==> src/rtl/refresh_sequencer.sv <==
`default_nettype none
// ============================================================================
// Module   : refresh_sequencer
// Purpose  : DRAM auto-refresh sequencer. Keeps a signed refresh credit
//            (+1 per tREFI tick, -1 per accepted REF). Decides when a refresh
//            must or may run, holds off the scheduler, closes open banks with
//            PREA, issues REF over a valid/ready handshake and enforces tRP
//            and tRFC.
// Option   : REFRESH_PULL_IN_EN -- when defined, REFs may be pulled in ahead
//            of schedule after IDLE_CYCLES idle cycles (credit down to
//            -MAX_PULLIN). When undefined, credit never drops below 0 and
//            there is no idle-run counter.
// Ports    : clk          controller clock
//            rst          asynchronous active-high reset
//            ref_tick_i   one-cycle pulse per tREFI
//            sched_idle_i scheduler has nothing in flight or pending
//            bank_open_i  per-bank open-row flags
//            hold_o       scheduler must not issue new commands
//            cmd_valid_o  refresh-path command request
//            cmd_ready_i  command generator accepts the command
//            cmd_is_ref_o 1 = REF, 0 = PREA
//            ref_busy_o   sequencer not in IDLE
//            credit_o     signed refresh credit
//            overflow_o   sticky: tick arrived while credit was saturated
// Revision : 1.0 - initial release
// ============================================================================
module refresh_sequencer #(
  parameter int NBANK        = 8,
  parameter int T_RP         = 6,
  parameter int T_RFC        = 88,
  parameter int MAX_POSTPONE = 8,
  parameter int MAX_PULLIN   = 8,
  parameter int IDLE_CYCLES  = 16
) (
  input  logic              clk,
  input  logic              rst,
  input  logic              ref_tick_i,
  input  logic              sched_idle_i,
  input  logic [NBANK-1:0]  bank_open_i,
  output logic              hold_o,
  output logic              cmd_valid_o,
  input  logic              cmd_ready_i,
  output logic              cmd_is_ref_o,
  output logic              ref_busy_o,
  output logic signed [4:0] credit_o,
  output logic              overflow_o
);

  localparam int CNT_MAX = (T_RFC > T_RP) ? T_RFC : T_RP;
  localparam int CNT_W   = $clog2(CNT_MAX + 1);

  localparam logic signed [4:0] CREDIT_MAX = 5'(MAX_POSTPONE);
`ifdef REFRESH_PULL_IN_EN
  localparam logic signed [4:0] CREDIT_MIN = 5'(-MAX_PULLIN);
`else
  localparam logic signed [4:0] CREDIT_MIN = 5'sd0;
`endif

  typedef enum logic [2:0] {
    S_IDLE     = 3'd0,
    S_DRAIN    = 3'd1,
    S_PREA     = 3'd2,
    S_WAIT_RP  = 3'd3,
    S_REF      = 3'd4,
    S_WAIT_RFC = 3'd5
  } state_t;

  state_t            state_q, state_d;
  logic [CNT_W-1:0]  cnt_q, cnt_d;
  logic signed [4:0] credit_q, credit_d;
  logic              overflow_q, overflow_d;
  logic              hold_q, hold_d;
  logic              valid_q, valid_d;
  logic              is_ref_q, is_ref_d;

  logic              ref_accept;
  logic              pullin_trig;

`ifdef REFRESH_PULL_IN_EN
  localparam int IDLE_W = $clog2(IDLE_CYCLES + 1);
  logic [IDLE_W-1:0] idle_q, idle_d;

  // Counts consecutive idle cycles spent in IDLE; saturates at IDLE_CYCLES.
  always_comb begin
    idle_d = idle_q;
    if (!sched_idle_i || (state_q != S_IDLE)) begin
      idle_d = '0;
    end else if (idle_q != IDLE_W'(IDLE_CYCLES)) begin
      idle_d = idle_q + 1'b1;
    end
  end

  always_ff @(posedge clk or posedge rst) begin
    if (rst) idle_q <= '0;
    else     idle_q <= idle_d;
  end

  // The current idle cycle completes the run when IDLE_CYCLES-1 already
  // preceded it.
  assign pullin_trig = sched_idle_i && (credit_q > CREDIT_MIN) &&
                       (idle_q >= IDLE_W'(IDLE_CYCLES - 1));
`else
  assign pullin_trig = 1'b0;
`endif

  assign ref_accept = (state_q == S_REF) && cmd_ready_i;

  // Credit: simultaneous tick and REF acceptance cancel out.
  always_comb begin
    credit_d   = credit_q;
    overflow_d = overflow_q;
    if (ref_tick_i && !ref_accept) begin
      if (credit_q == CREDIT_MAX) overflow_d = 1'b1;
      else                        credit_d   = credit_q + 5'sd1;
    end else if (!ref_tick_i && ref_accept) begin
      if (credit_q > CREDIT_MIN)  credit_d   = credit_q - 5'sd1;
    end
  end

  // Next state. The wait counters are loaded with T-1 and the wait state
  // exits on the cycle it reads 0, so each wait state lasts exactly T cycles.
  always_comb begin
    state_d = state_q;
    cnt_d   = cnt_q;
    unique case (state_q)
      S_IDLE: begin
        if ((credit_q == CREDIT_MAX) ||
            ((credit_q >= 5'sd1) && sched_idle_i) ||
            pullin_trig) begin
          state_d = S_DRAIN;
        end
      end
      S_DRAIN: begin
        if (sched_idle_i) begin
          state_d = (bank_open_i != '0) ? S_PREA : S_REF;
        end
      end
      S_PREA: begin
        if (cmd_ready_i) begin
          state_d = S_WAIT_RP;
          cnt_d   = CNT_W'(T_RP - 1);
        end
      end
      S_WAIT_RP: begin
        if (cnt_q == '0) state_d = S_REF;
        else             cnt_d   = cnt_q - 1'b1;
      end
      S_REF: begin
        if (cmd_ready_i) begin
          state_d = S_WAIT_RFC;
          cnt_d   = CNT_W'(T_RFC - 1);
        end
      end
      S_WAIT_RFC: begin
        if (cnt_q == '0) state_d = S_IDLE;
        else             cnt_d   = cnt_q - 1'b1;
      end
      default: state_d = S_IDLE;
    endcase
  end

  // Outputs are decoded from the next state and registered, so they change
  // together with the state they describe and never glitch.
  always_comb begin
    hold_d   = (state_d != S_IDLE);
    valid_d  = (state_d == S_PREA) || (state_d == S_REF);
    is_ref_d = (state_d == S_REF);
  end

  always_ff @(posedge clk or posedge rst) begin
    if (rst) begin
      state_q    <= S_IDLE;
      cnt_q      <= '0;
      credit_q   <= 5'sd0;
      overflow_q <= 1'b0;
      hold_q     <= 1'b0;
      valid_q    <= 1'b0;
      is_ref_q   <= 1'b0;
    end else begin
      state_q    <= state_d;
      cnt_q      <= cnt_d;
      credit_q   <= credit_d;
      overflow_q <= overflow_d;
      hold_q     <= hold_d;
      valid_q    <= valid_d;
      is_ref_q   <= is_ref_d;
    end
  end

  assign hold_o       = hold_q;
  assign ref_busy_o   = hold_q;
  assign cmd_valid_o  = valid_q;
  assign cmd_is_ref_o = is_ref_q;
  assign credit_o     = credit_q;
  assign overflow_o   = overflow_q;

endmodule
`default_nettype wire

==> config.mk <==
export PLATFORM = sky130hd
export DESIGN_NAME = refresh_sequencer
export DESIGN_NICKNAME = d
export VERILOG_FILES = /design/src/rtl/refresh_sequencer.sv
export SDC_FILE = /design/constraint.sdc
export NUM_CORES = 1
export LEC_CHECK = 0
export CAP_MARGIN = 25
export CORE_UTILIZATION = 40
export DETAILED_ROUTE_END_ITERATION = 7
export PLACE_DENSITY = 0.62
export SLEW_MARGIN = 20
export SYNTH_ARGS = -nofsm -noshare
export SYNTH_HDL_FRONTEND = slang
export SYNTH_SLANG_ARGS = --single-unit
export TNS_END_PERCENT = 50
==> constraint.sdc <==
create_clock -name clk -period 5 [get_ports clk]
set_input_delay 1 -clock clk [delete_from_list [all_inputs] [get_ports clk]]
set_output_delay 1 -clock clk [all_outputs]
set_load 0.02 [all_outputs]
After elaboration in Yosys (flattened, before gate mapping):

Index checks and enable logic that the tools add are counted.

* register bits after elaboration: 19
* input bits: 13
* output and inout bits: 10

* add/sub/neg operators: 3
* $lt $le $gt $ge: 2
* eq/ne operators: 12
* multiplexer cells: 16
* reduce and logical (&&, ||, !) cells: 19

Operators with widths (count)
* $mux W3: 7
* $mux W7: 3
* $pmux W7 S3: 1
* $mux W5: 4
* $pmux W3 S6: 1
* $eq A3 B2 Y1 const B: 3
* $eq A3 B3 Y1 const B: 3
* $ne A2 B2 Y1 const B: 4
* $reduce_bool A8 Y1: 1
* $logic_not A7 Y1: 1
* $sub A7 B1 Y7 const B: 1
* $reduce_bool A3 Y1: 2
* $add A5 B2 Y5 const B: 1
* $eq A5 B5 Y1 const B: 1
* $ge A5 B2 Y1 const B: 1
* $gt A5 B1 Y1 const B: 1
* $sub A5 B2 Y5 const B: 1
* $logic_and A1 B1 Y1: 4
* $reduce_and A4 Y1: 1
* $reduce_bool A2 Y1: 2
* $eq A3 B1 Y1 const B: 1
* $logic_not A3 Y1: 1
* $reduce_and A3 Y1: 1
* $logic_not A1 Y1: 2
* other kinds (3): 4

Logic depth before layout (Yosys ltp):

Gate-level depths: netlist of run 1.

* depth after elaboration: 7
* mapped depth: 9
* gate-level depth less buffers: 7

Worst setup path before layout of run 1:

No wires, ideal clock.

* kind: input to register
* start: input cmd_ready_i
* end: register credit_q[4] (netlist: credit_o[4])
* setup time: 0.131 ns
* arrival: 2.169 ns
* required time: 4.869 ns
* setup slack: 2.700 ns
* stages: 8
* cells stage by stage: nor2b_1 nand2_1 ha_1 buf_2 nand2b_1 o31ai_1 nand3_1 xnor2_1

* longest elaborated chain between the ends: 5
* elaborated cells between the ends (all ways): 9
* classes of those cells: 1 x eq/ne; 1 x mux; 7 x reduce/logical

RTL lines
* start, declared: RTL line 42 `input logic cmd_ready_i,`
* $logic_and A1 B1 Y1 *: RTL line 106 `assign ref_accept = (state_q == S_REF) && cmd_ready_i;`
* $logic_not A1 Y1: RTL line 112 `if (ref_tick_i && !ref_accept) begin`
* $logic_and A1 B1 Y1: RTL line 112
* $ne A2 B2 Y1 (no source line) / $reduce_bool A2 Y1 (equally long branches)
* $reduce_and A3 Y1 (no source line)
* end signal, assigned: RTL line 182 `credit_q <= credit_d;`
* end, declared: RTL line 70 `logic signed [4:0] credit_q, credit_d;`

Every way passes the cells marked *; elsewhere a longest branch is shown, timed or not.
A chain may end at the register's enable or synchronous reset.

Worst setup path after layout of run 1:

* start: input cmd_ready_i
* end: register credit_q[0] (netlist: credit_o[0])

Same word-level chain as after synthesis.

==> flow_metrics.py, run 1 <==
metrics = {
    "run_status": {
        "run_status": "finished clean",
    },
    "logic_synthesis": {
        "synth_simple_gate_area_frac": 0.266,
        "post_synth_instance_area_sq_um": 1170,
        "ys_seq_elements": 19,
        "number_of_nets_in_the_synthesized_netlist": 140,
        "combinational_family_with_the_most_area_after_synthesis": "simple AND/OR/NAND/NOR gates",
        "synthAdderAreaFrac": 0.0639,
        "post_synth_num_cell_types": 45,
        "syn-instance-count": 121,
        "muxShareOfSynthArea": 0.0266,
        "synth_top_area_share": 0.405,
        "synth.avg_cell_area_sq_um": 9.71,
        "yosysTopAreaCell": "sky130_fd_sc_hd__dfrtp_1",
        "register_area_share_after_synthesis": 0.405,
        "synth-compound-area-share": 0.129,
        "synth_area_leaders": "sky130_fd_sc_hd__dfrtp_1, sky130_fd_sc_hd__ha_1, sky130_fd_sc_hd__nand2_1",
        "synth_edf_count": 0,
        "yosys.area_share.xor_xnor": 0.0607,
        "synth-main-ff-cell": "sky130_fd_sc_hd__dfrtp_1",
        "synth_async_sr_flop_share": 1.00,
        "synth-warning-count": 0,
    },
    "placed_design": {
        "place_congestion": 0.739,
        "hpwl_after_detailed_placement_um": 1730,
        "port_buffers": 22,
    },
    "timing": {
        "fmax_mhz": 371,
        "tightest_slew_ns": 0.741,
        "finalSetupViolations": 0,
        "timing.final.crit_period_ns": 2.69,
        "clock-skew-final_ns": 0.00330,
        "timing.max_slew.rel_slack": 0.506,
        "timing.final.max_slew_violations": 0,
        "grt_setup_unrepaired": "false",
        "fin_crit_sh": 0.539,
        "final_number_of_hold_violating_endpoints": 0,
        "finalSetupTns_ns": 0,
    },
    "clock_tree": {
        "hold_buffers": 0,
        "cts.sink_count": 19,
        "buffers_from_clock_root_to_sink_at_most": 2,
        "post_cts_resized": 0,
        "insertion_delay_ns": 0.29,
        "tritoncts_clock_tree": "done",
        "cts-htree-levels": 1,
        "cts_made_buffers": 3,
        "post-cts-setup-buffer-count": 0,
        "clk_root_buffer_cell": "sky130_fd_sc_hd__clkbuf_4",
        "clkSlewWorstSetupHoldPaths_ns": 0.11,
    },
    "floorplan": {
        "die_width_um": 56.2,
        "starting_density_of_the_core": 0.426,
        "chipHeight_um": 56.2,
        "core_region_area_sq_um": 2760,
        "ios": 23,
        "design.die.area_sq_um": 3160,
        "row_count": 19,
    },
    "global_route": {
        "antenna_found_initial": 0,
        "grt_first_pass_wirelength_um": 4210,
        "grt_util_all_layers": 0.166,
        "grt_max_degree": 20,
        "grt_pass1_vias": 961,
        "grt_overflow_total": 0,
    },
    "worst_setup_path": {
        "end_kind": "flip-flop",
        "cp.buffers_inverters": 1,
        "timing.rr.end": "credit_o[0]",
        "start_kind": "primary input",
        "timing.reg2reg.worst_path_depth": 7,
        "critical_path.max_fanout": 9,
        "timing.reg2reg.setup_slack_ns": 2.89,
        "worstPathCellList": "clkdlybuf4s50_1 > nor2b_1 > nand2_1 > ha_1 > nor2b_1 > nor3_1 > nand2_1 > xnor2_1",
        "critical_path_arrival_ns": 2.87,
        "cp_data_required_time_ns": 5.18,
        "path_delay_family": "simple AND/OR/NAND/NOR gates",
        "crit_path_max_incr_delay_ns": 0.46,
        "slowest_stage_cell_cp": "sky130_fd_sc_hd__clkdlybuf4s50_1",
        "r2r_start": "state_q[2]",
        "timing.setup.critical_path_class": "primary input to flip-flop",
    },
    "cells_and_area": {
        "final_core_area_utilization": 0.517,
        "antenna_cells": 0,
        "num-nets-final": 162,
        "syn2layout_area_growth_pct": 21.4,
        "drive_above_1_share": 0.0634,
    },
    "pwr": {
        "ir_worst_vdd_uv": 398,
        "power.static_leakage_nw": 0.580,
        "power_density_nw_per_um2": 542,
    },
    "hold_path": {
        "worst_hold_path_type": "flip-flop to flip-flop",
        "count_of_cells_along_the_worst_hold_path": 1,
        "worstHoldStart": "overflow_o",
        "min_to": "overflow_o",
    },
    "routing": {
        "final_antenna_net_count": 0,
        "routed_via_density": 5.56,
        "first_pass_iters": 4,
        "drc_violations_left": 0,
        "wl_per_cell_um": 13.3,
        "via_count": 962,
        "detail_route.wirelength_um": 2300,
        "detail_route.iter0.violations": 20,
    },
    "flow_run": {
        "number_of_max_cap_violations": 0,
    },
}
[cells in the final DEF, fill, tap and decap left out, types with 5 or more instances in the layout]
| cell type | n |
|---|---|
| sky130_fd_sc_hd__nand3_1 | 7 |
| sky130_fd_sc_hd__nand2_1 | 14 |
| sky130_fd_sc_hd__dfrtp_1 | 19 |
| sky130_fd_sc_hd__ha_1 | 6 |
| sky130_fd_sc_hd__inv_1 | 6 |
| sky130_fd_sc_hd__nor2_1 | 5 |
| sky130_fd_sc_hd__clkdlybuf4s50_1 | 22 |
| sky130_fd_sc_hd__a21oi_1 | 5 |
[cells in the mapped netlist (4+ instances only)]
| library cell | n |
|---|---|
| sky130_fd_sc_hd__nand2b_1 | 4 |
| sky130_fd_sc_hd__a21oi_1 | 5 |
| sky130_fd_sc_hd__ha_1 | 6 |
| sky130_fd_sc_hd__nor2_1 | 5 |
| sky130_fd_sc_hd__inv_1 | 6 |
| sky130_fd_sc_hd__xnor2_1 | 4 |
| sky130_fd_sc_hd__dfrtp_1 | 19 |
| sky130_fd_sc_hd__nand3_1 | 7 |
| sky130_fd_sc_hd__nand2_1 | 14 |
| sky130_fd_sc_hd__nor3_1 | 4 |
[per-layer routing]
metal	wire [um]	vias to the layer above	track usage	part of all wire
met1	1130	468	0.230	0.49
met2	1080	12	0.252	0.47
met3	71	2	0.0256	0.031
li1	-	480	-	-
met4	15	0	0.0836	0.0065
met5	0	-	0	0
[layout make-up]
cell class,count,area (sq um)
Tap cell,31,38.8
Sequential cell,19,475
Clock buffer,3,22.5
Timing Repair Buffer,22,220
Fill cell,261,1330
Inverter,6,22.5
Clock inverter,1,5.00
Multi-Input combinational cell,91,642
[power by group]
| group | total [mW] | switching [mW] | internal, mW |
|---|---|---|---|
| sequential | 0.309 | 0.0924 | 0.216 |
| clock | 0.0766 | 0.0468 | 0.0297 |
| combinational | 0.387 | 0.193 | 0.195 |
| total | 0.773 | 0.332 | 0.441 |
[per-stage QoR]
stage          setup slack [ns]  cell area, sq um  hold slack, ns  power [mW]  cells
6_report                   2.31              1430           0.476       0.773    173
5_1_grt                    2.09              1430           0.512       0.849    173
4_1_cts                    2.31              1430           0.487       0.783    173
3_5_place_dp               2.01              1400           0.455       0.701    169
3_3_place_gp               2.02              1400           0.450       0.693    169
2_1_floorplan              2.70              1170           0.461       0.572    121
[registers in the layout, indices dropped and copies added, names as in the netlist]
register and cells:
hold_o 1, cmd_is_ref_o 1, overflow_o 1, state_q 3, cmd_valid_o 1, credit_o 5
cnt_q 7
[worst max path at each step]
stage / from / to / slack [ns] / depth (start not counted)
final: cmd_ready_i / credit_o[0] / 2.31 / 8
after global routing: cmd_ready_i / credit_o[4] / 2.09 / 8
after CTS: cmd_ready_i / credit_o[0] / 2.31 / 8
after detailed placement: cmd_ready_i / credit_o[0] / 2.01 / 8
after global placement: cmd_ready_i / credit_o[0] / 2.02 / 7
after floorplan: cmd_ready_i / credit_o[4] / 2.70 / 8
[logic make-up after synthesis]
logic type      after synthesis
xor+xnor                      6
flops                        19
fa+ha+maj                     6
compound gates               21
buf+inv                      11
mux                           3
simple gates                 55
(Power assumes the default switching activity.)
==> run 2, diff against run 1 <==
==> constraint.sdc (replaced) <==
create_clock -name clk -period 2.5 [get_ports clk]
set_input_delay 0.5 -clock clk [delete_from_list [all_inputs] [get_ports clk]]
set_output_delay 0.5 -clock clk [all_outputs]
set_load 0.02 [all_outputs]
==> run 2 against run 1 <==
Clock-buffer cell count is 1 higher. Setup slack got worse by 1.8 ns. Via count decreased by 0.52%. Critical path depth increased by 1. Non-clock buffer count grew 5. Utilization is 1.3 points higher. Clock power increased by 110%. Sequential share of layout area shrank 0.83 points. Total power grew 100%. Critical path type unchanged. Critical endpoint is now credit_o[1].
==> flow_metrics.py, run 2 (same netlist as run 1, synthesis figures left out) <==
metrics = {
    "run_status": {
        "run_status": "finished clean",
    },
    "timing": {
        "final_number_of_hold_violating_endpoints": 0,
        "tightest_slew_ns": 0.728,
        "finalSetupTns_ns": 0,
        "timing.final.max_slew_violations": 0,
        "setup_ws_ns": 0.459,
        "clock-skew-final_ns": 0.00489,
        "fmax_mhz": 490,
        "fin_crit_sh": 0.816,
        "timing.max_slew.rel_slack": 0.514,
        "finalSetupViolations": 0,
        "grt_setup_unrepaired": "false",
        "timing.final.crit_period_ns": 2.04,
    },
    "floorplan": {
        "die_width_um": 56.2,
        "starting_density_of_the_core": 0.426,
        "chipHeight_um": 56.2,
        "ios": 23,
        "row_count": 19,
        "design.die.area_sq_um": 3160,
        "core_region_area_sq_um": 2760,
    },
    "pwr": {
        "switch_pwr_mw": 0.672,
        "ir_worst_vdd_uv": 742,
        "swShare": 0.428,
        "power.static_leakage_nw": 0.603,
        "combPwrFrac": 0.507,
        "intPower_mw": 0.896,
        "power_density_nw_per_um2": 1070,
        "seqPwrFrac": 0.392,
        "clock_power_share": 0.101,
    },
    "global_route": {
        "grt_overflow_total": 0,
        "grt_most_used_layer": "met2",
        "met1_capacity_usage_during_global_routing": 0.241,
        "grt_max_degree": 20,
        "grt_first_pass_wirelength_um": 4310,
        "gr-usage-met3": 0.0209,
        "antenna_found_initial": 0,
        "grt_pass1_vias": 997,
        "grt_util_all_layers": 0.173,
        "global_route.usage.met2": 0.270,
    },
    "routing": {
        "via_count": 957,
        "detail_route.iter0.violations": 19,
        "routed_via_density": 5.38,
        "detail_route.wirelength_um": 2380,
        "first_pass_iters": 4,
        "wl_per_cell_um": 13.4,
        "drc_violations_left": 0,
        "final_antenna_net_count": 0,
    },
    "cells_and_area": {
        "layout.cells.most_common": "sky130_fd_sc_hd__clkdlybuf4s50_1",
        "antenna_cells": 0,
        "syn2layout_area_growth_pct": 24.5,
        "max_flop_register": "cnt_q",
        "num-nets-final": 167,
        "drive_above_1_share": 0.0884,
        "flip_flop_count_of_the_largest_register_after_layout": 7,
        "final_cell_mix": "sky130_fd_sc_hd__clkdlybuf4s50_1, sky130_fd_sc_hd__dfrtp_1, sky130_fd_sc_hd__nand2_1",
        "fillCellCount": 249,
    },
    "clock_tree": {
        "insertion_delay_ns": 0.29,
        "post-cts-setup-buffer-count": 0,
        "clk_root_buffer_cell": "sky130_fd_sc_hd__clkbuf_4",
        "post_cts_resized": 0,
        "hold_buffers": 0,
        "cts-htree-levels": 1,
        "tritoncts_clock_tree": "done",
        "cts.sink_count": 19,
        "cts_made_buffers": 3,
        "buffers_from_clock_root_to_sink_at_most": 2,
        "clkSlewWorstSetupHoldPaths_ns": 0.11,
    },
    "worst_setup_path": {
        "start_kind": "primary input",
        "timing.setup.critical_path_class": "primary input to flip-flop",
        "critical_path.max_fanout": 5,
        "critical_path_arrival_ns": 2.27,
        "timing.reg2reg.worst_path_depth": 6,
        "cp_data_required_time_ns": 2.73,
        "end_kind": "flip-flop",
    },
    "placed_design": {
        "hpwl_after_detailed_placement_um": 1800,
        "detailedPlace.worstSlack_ns": 0.161,
        "port_buffers": 22,
        "place_congestion": 0.744,
    },
    "hold_path": {
        "count_of_cells_along_the_worst_hold_path": 1,
        "worst_hold_path_type": "flip-flop to flip-flop",
    },
    "flow_run": {
        "number_of_max_cap_violations": 0,
    },
}
-- run 2: cell count changes in the layout (fill, tap and decap cells not counted), sizes merged --
cell | before | now
buf | 0 | 5
clkbuf | 3 | 4
clkinv | 1 | 0
-- run 2: power groups by stage --
stage | Combinational [mW] | Clock [mW] | Sequential, mW
5_1_grt | 0.888 | 0.174 | 0.639
3_5_place_dp | 0.801 | 0 | 0.619
4_1_cts | 0.805 | 0.163 | 0.614
2_1_floorplan | 0.517 | 0 | 0.628
6_report | 0.795 | 0.158 | 0.615
3_3_place_gp | 0.789 | 0 | 0.613
-- run 2: routing by layer --
layer  part of all wire  vias to the layer above  wire (um)
met5                  0                        -          0
met4              0.011                        0         26
met3              0.014                        4         34
met2               0.45                       10       1080
met1               0.52                      451       1240
li1                   -                      492          -
-- run 2: worst paths after layout --
path | start | slack (ns) | endpoint
max | cmd_ready_i | 0.46 | credit_o[1]
min | overflow_o | 0.48 | overflow_o
max reg2reg | cnt_q[0] | 0.49 | hold_o
min reg2reg | overflow_o | 0.48 | overflow_o
max in group asynchronous | rst | 1.41 | state_q[1]
min in group asynchronous | rst | 0.63 | cnt_q[6]
-- run 2: area by class of cell --
| class | instances | area, sq um | share of cell area |
|---|---|---|---|
| multi-input cells | 91 | 642 | 0.439 |
| flip-flops and latches | 19 | 475 | 0.325 |
| repair buffers | 27 | 258 | 0.176 |
| well taps | 31 | 38.8 | 0.0265 |
| clock buffers | 4 | 26.3 | 0.0180 |
| inverters | 6 | 22.5 | 0.0154 |
-- run 2: worst max-delay path: stages --
cell	delay (ns)
sky130_fd_sc_hd__clkdlybuf4s50_1	0.48
sky130_fd_sc_hd__nor2b_1	0.17
sky130_fd_sc_hd__nand2_1	0.09
sky130_fd_sc_hd__ha_1	0.24
sky130_fd_sc_hd__nor4b_1	0.26
sky130_fd_sc_hd__nor3_1	0.08
sky130_fd_sc_hd__buf_4	0.15
sky130_fd_sc_hd__nand2_1	0.10
sky130_fd_sc_hd__mux2i_1	0.18
-- run 2: metrics by stage --
stage               instances  utilization  instance area (sq um)  hold slack [ns]  power (mW)
floorplan                 121            -                   1170            0.451        1.14
global placement          174        0.521                   1440            0.451        1.40
detailed placement        174        0.521                   1440            0.452        1.42
CTS                       178        0.530                   1460            0.482        1.58
global route              178        0.530                   1460            0.499        1.70
finish                    178        0.530                   1460            0.484        1.57
==> run 3, diff against run 2 <==
==> constraint.sdc (replaced) <==
create_clock -name clk -period 1.9 [get_ports clk]
set_input_delay 0.38 -clock clk [delete_from_list [all_inputs] [get_ports clk]]
set_output_delay 0.38 -clock clk [all_outputs]
set_load 0.02 [all_outputs]
==> run 3 against run 2 <==
Clock skew hardly changed. Largest cell class unchanged. Sequential share of layout area fell by 2.3 points. Critical path type unchanged. Utilization is 4.4 points higher. Critical endpoint is now credit_o[4].
==> flow_metrics.py, run 3 (same netlist as run 1, synthesis figures left out) <==
metrics = {
    "run_status": {
        "run_status": "finished clean",
    },
    "timing": {
        "timing.final.crit_period_ns": 1.81,
        "timing.final.max_slew_violations": 0,
        "tightest_slew_ns": 0.367,
        "fmax_mhz": 554,
        "finalSetupViolations": 0,
        "clock-skew-final_ns": 0.00454,
        "final_number_of_hold_violating_endpoints": 0,
        "timing.max_slew.rel_slack": 0.753,
        "grt_setup_unrepaired": "false",
        "fin_crit_sh": 0.951,
    },
    "clock_tree": {
        "hold_buffers": 0,
        "cts-htree-levels": 1,
        "cts_made_buffers": 3,
        "post-cts-setup-buffer-count": 0,
        "clk_root_buffer_cell": "sky130_fd_sc_hd__clkbuf_4",
        "insertion_delay_ns": 0.30,
        "clkSlewWorstSetupHoldPaths_ns": 0.11,
        "tritoncts_clock_tree": "done",
        "buffers_from_clock_root_to_sink_at_most": 2,
        "cts.sink_count": 19,
    },
    "cells_and_area": {
        "drive_above_1_share": 0.208,
        "multi_input_area_sq_um": 667,
        "fillCellCount": 236,
        "finish.cell_count_without_fillers": 190,
        "num-nets-final": 179,
        "final_core_area_utilization": 0.574,
        "antenna_cells": 0,
        "stdcell_area_sq_um": 1580,
        "syn2layout_area_growth_pct": 34.8,
        "flip_flop_count_of_the_largest_register_after_layout": 7,
        "layout.cells.most_common": "sky130_fd_sc_hd__clkdlybuf4s50_1",
        "max_flop_register": "cnt_q",
        "final_cell_mix": "sky130_fd_sc_hd__clkdlybuf4s50_1, sky130_fd_sc_hd__dfrtp_1, sky130_fd_sc_hd__buf_4",
        "final-seq-area_sq_um": 478,
    },
    "routing": {
        "routed_via_density": 5.49,
        "wl_per_cell_um": 13.8,
        "detail_route.wirelength_um": 2620,
        "final_antenna_net_count": 0,
        "drc_violations_left": 0,
        "detail_route.iter0.violations": 24,
        "via_count": 1043,
        "first_pass_iters": 4,
    },
    "flow_run": {
        "number_of_max_cap_violations": 0,
    },
    "global_route": {
        "antenna_found_initial": 0,
        "grt_max_degree": 14,
        "grt_util_all_layers": 0.190,
        "grt_overflow_total": 0,
        "grt_pass1_vias": 1122,
        "grt_first_pass_wirelength_um": 4770,
    },
    "worst_setup_path": {
        "path_delay_family": "simple AND/OR/NAND/NOR gates",
        "timing.reg2reg.worst_path_depth": 7,
        "critical_path_cell_count": 8,
        "critical_path.max_fanout": 6,
        "cp_data_required_time_ns": 2.10,
        "critical_path_arrival_ns": 2.01,
        "crit_path_max_incr_delay_ns": 0.48,
        "start_kind": "primary input",
        "end_kind": "flip-flop",
        "slowest_stage_cell_cp": "sky130_fd_sc_hd__clkdlybuf4s50_1",
        "worstPathCellList": "clkdlybuf4s50_1 > nor2b_1 > nand2_1 > ha_2 > nand2b_1 > o31ai_1 > nand3_1 > xnor2_1",
        "cp.buffers_inverters": 1,
        "timing.setup.critical_path_class": "primary input to flip-flop",
    },
    "pwr": {
        "power.static_leakage_nw": 0.672,
        "power_density_nw_per_um2": 1410,
        "ir_worst_vdd_uv": 860,
    },
    "placed_design": {
        "placed_cells_incl_taps": 186,
        "hpwl_after_detailed_placement_um": 1970,
        "place_congestion": 0.798,
        "detailed_place.area_sq_um": 1530,
        "port_buffers": 22,
    },
    "floorplan": {
        "starting_density_of_the_core": 0.426,
        "die_width_um": 56.2,
        "core_region_area_sq_um": 2760,
        "chipHeight_um": 56.2,
        "design.die.area_sq_um": 3160,
        "row_count": 19,
        "ios": 23,
    },
    "hold_path": {
        "worst_hold_path_type": "primary input to async pin",
    },
}
run 3: cell count changes in the layout (fill, tap and decap cells not counted), sizes merged:
| cell | before | now |
|---|---|---|
| clkdlybuf4s50 | 22 | 21 |
| dlymetal6s2s | 0 | 1 |
| clkbuf | 4 | 3 |
| buf | 5 | 17 |
| clkinv | 0 | 1 |
run 3: cell type report:
cell class	count	area share
timing repair buffer	39	0.221
clock inverter	1	0.00316
inverter	6	0.0142
clock buffer	3	0.0142
multi-input combinational	91	0.421
tap	31	0.0245
sequential	19	0.302
run 3: repair_timing:
action	4_1_cts	5_1_grt
pin swaps	0	0
gates cloned	0	0
setup endpoints to repair	3	9
gates resized for setup	2	7
run 3: stage by stage:
stage               hold slack (ns)  worst slack (ns)  power (mW)  TNS (ns)
floorplan                     0.331             0.144        1.51         0
global placement              0.448            -0.338        1.96     -1.61
detailed placement            0.452            -0.338        1.98     -1.63
CTS                           0.290            0.0301        2.21         0
global route                  0.304           0.00110        2.42         0
finish                        0.289            0.0934        2.23         0
run 3: worst reg2reg max path, cell delays in order, from the launching register on:
cell and delay, ns:
sky130_fd_sc_hd__dfrtp_1 0.41, sky130_fd_sc_hd__inv_1 0.08, sky130_fd_sc_hd__ha_1 0.16, sky130_fd_sc_hd__nand4bb_1 0.18
sky130_fd_sc_hd__buf_4 0.19, sky130_fd_sc_hd__o221a_2 0.27, sky130_fd_sc_hd__and3_1 0.21, sky130_fd_sc_hd__a31oi_1 0.15
run 3: power breakdown:
group          switching (mW)  leakage (nW)  total [mW]  internal (mW)
clock                   0.133        0.0177       0.212         0.0786
combinational           0.636         0.429        1.27          0.632
sequential              0.176         0.225       0.751          0.575
run 3: worst paths after layout:
path | from | endpoint | slack, ns
worst max-delay path | cmd_ready_i | credit_o[4] | 0.09
worst min-delay path | rst | credit_o[4] | 0.29
worst max register to register | cnt_q[1] | cnt_q[2] | 0.18
worst min register to register | overflow_o | overflow_o | 0.48
max in group asynchronous | rst | cnt_q[2] | 1.15
min in group clk | overflow_o | overflow_o | 0.48
run 3: metal layers:
metal	global-route usage	up-vias	wire length, um
li1	-	512	-
met1	0.240	509	1250
met5	0	-	0
met2	0.320	20	1250
met4	0.0523	0	16
met3	0.0512	2	102
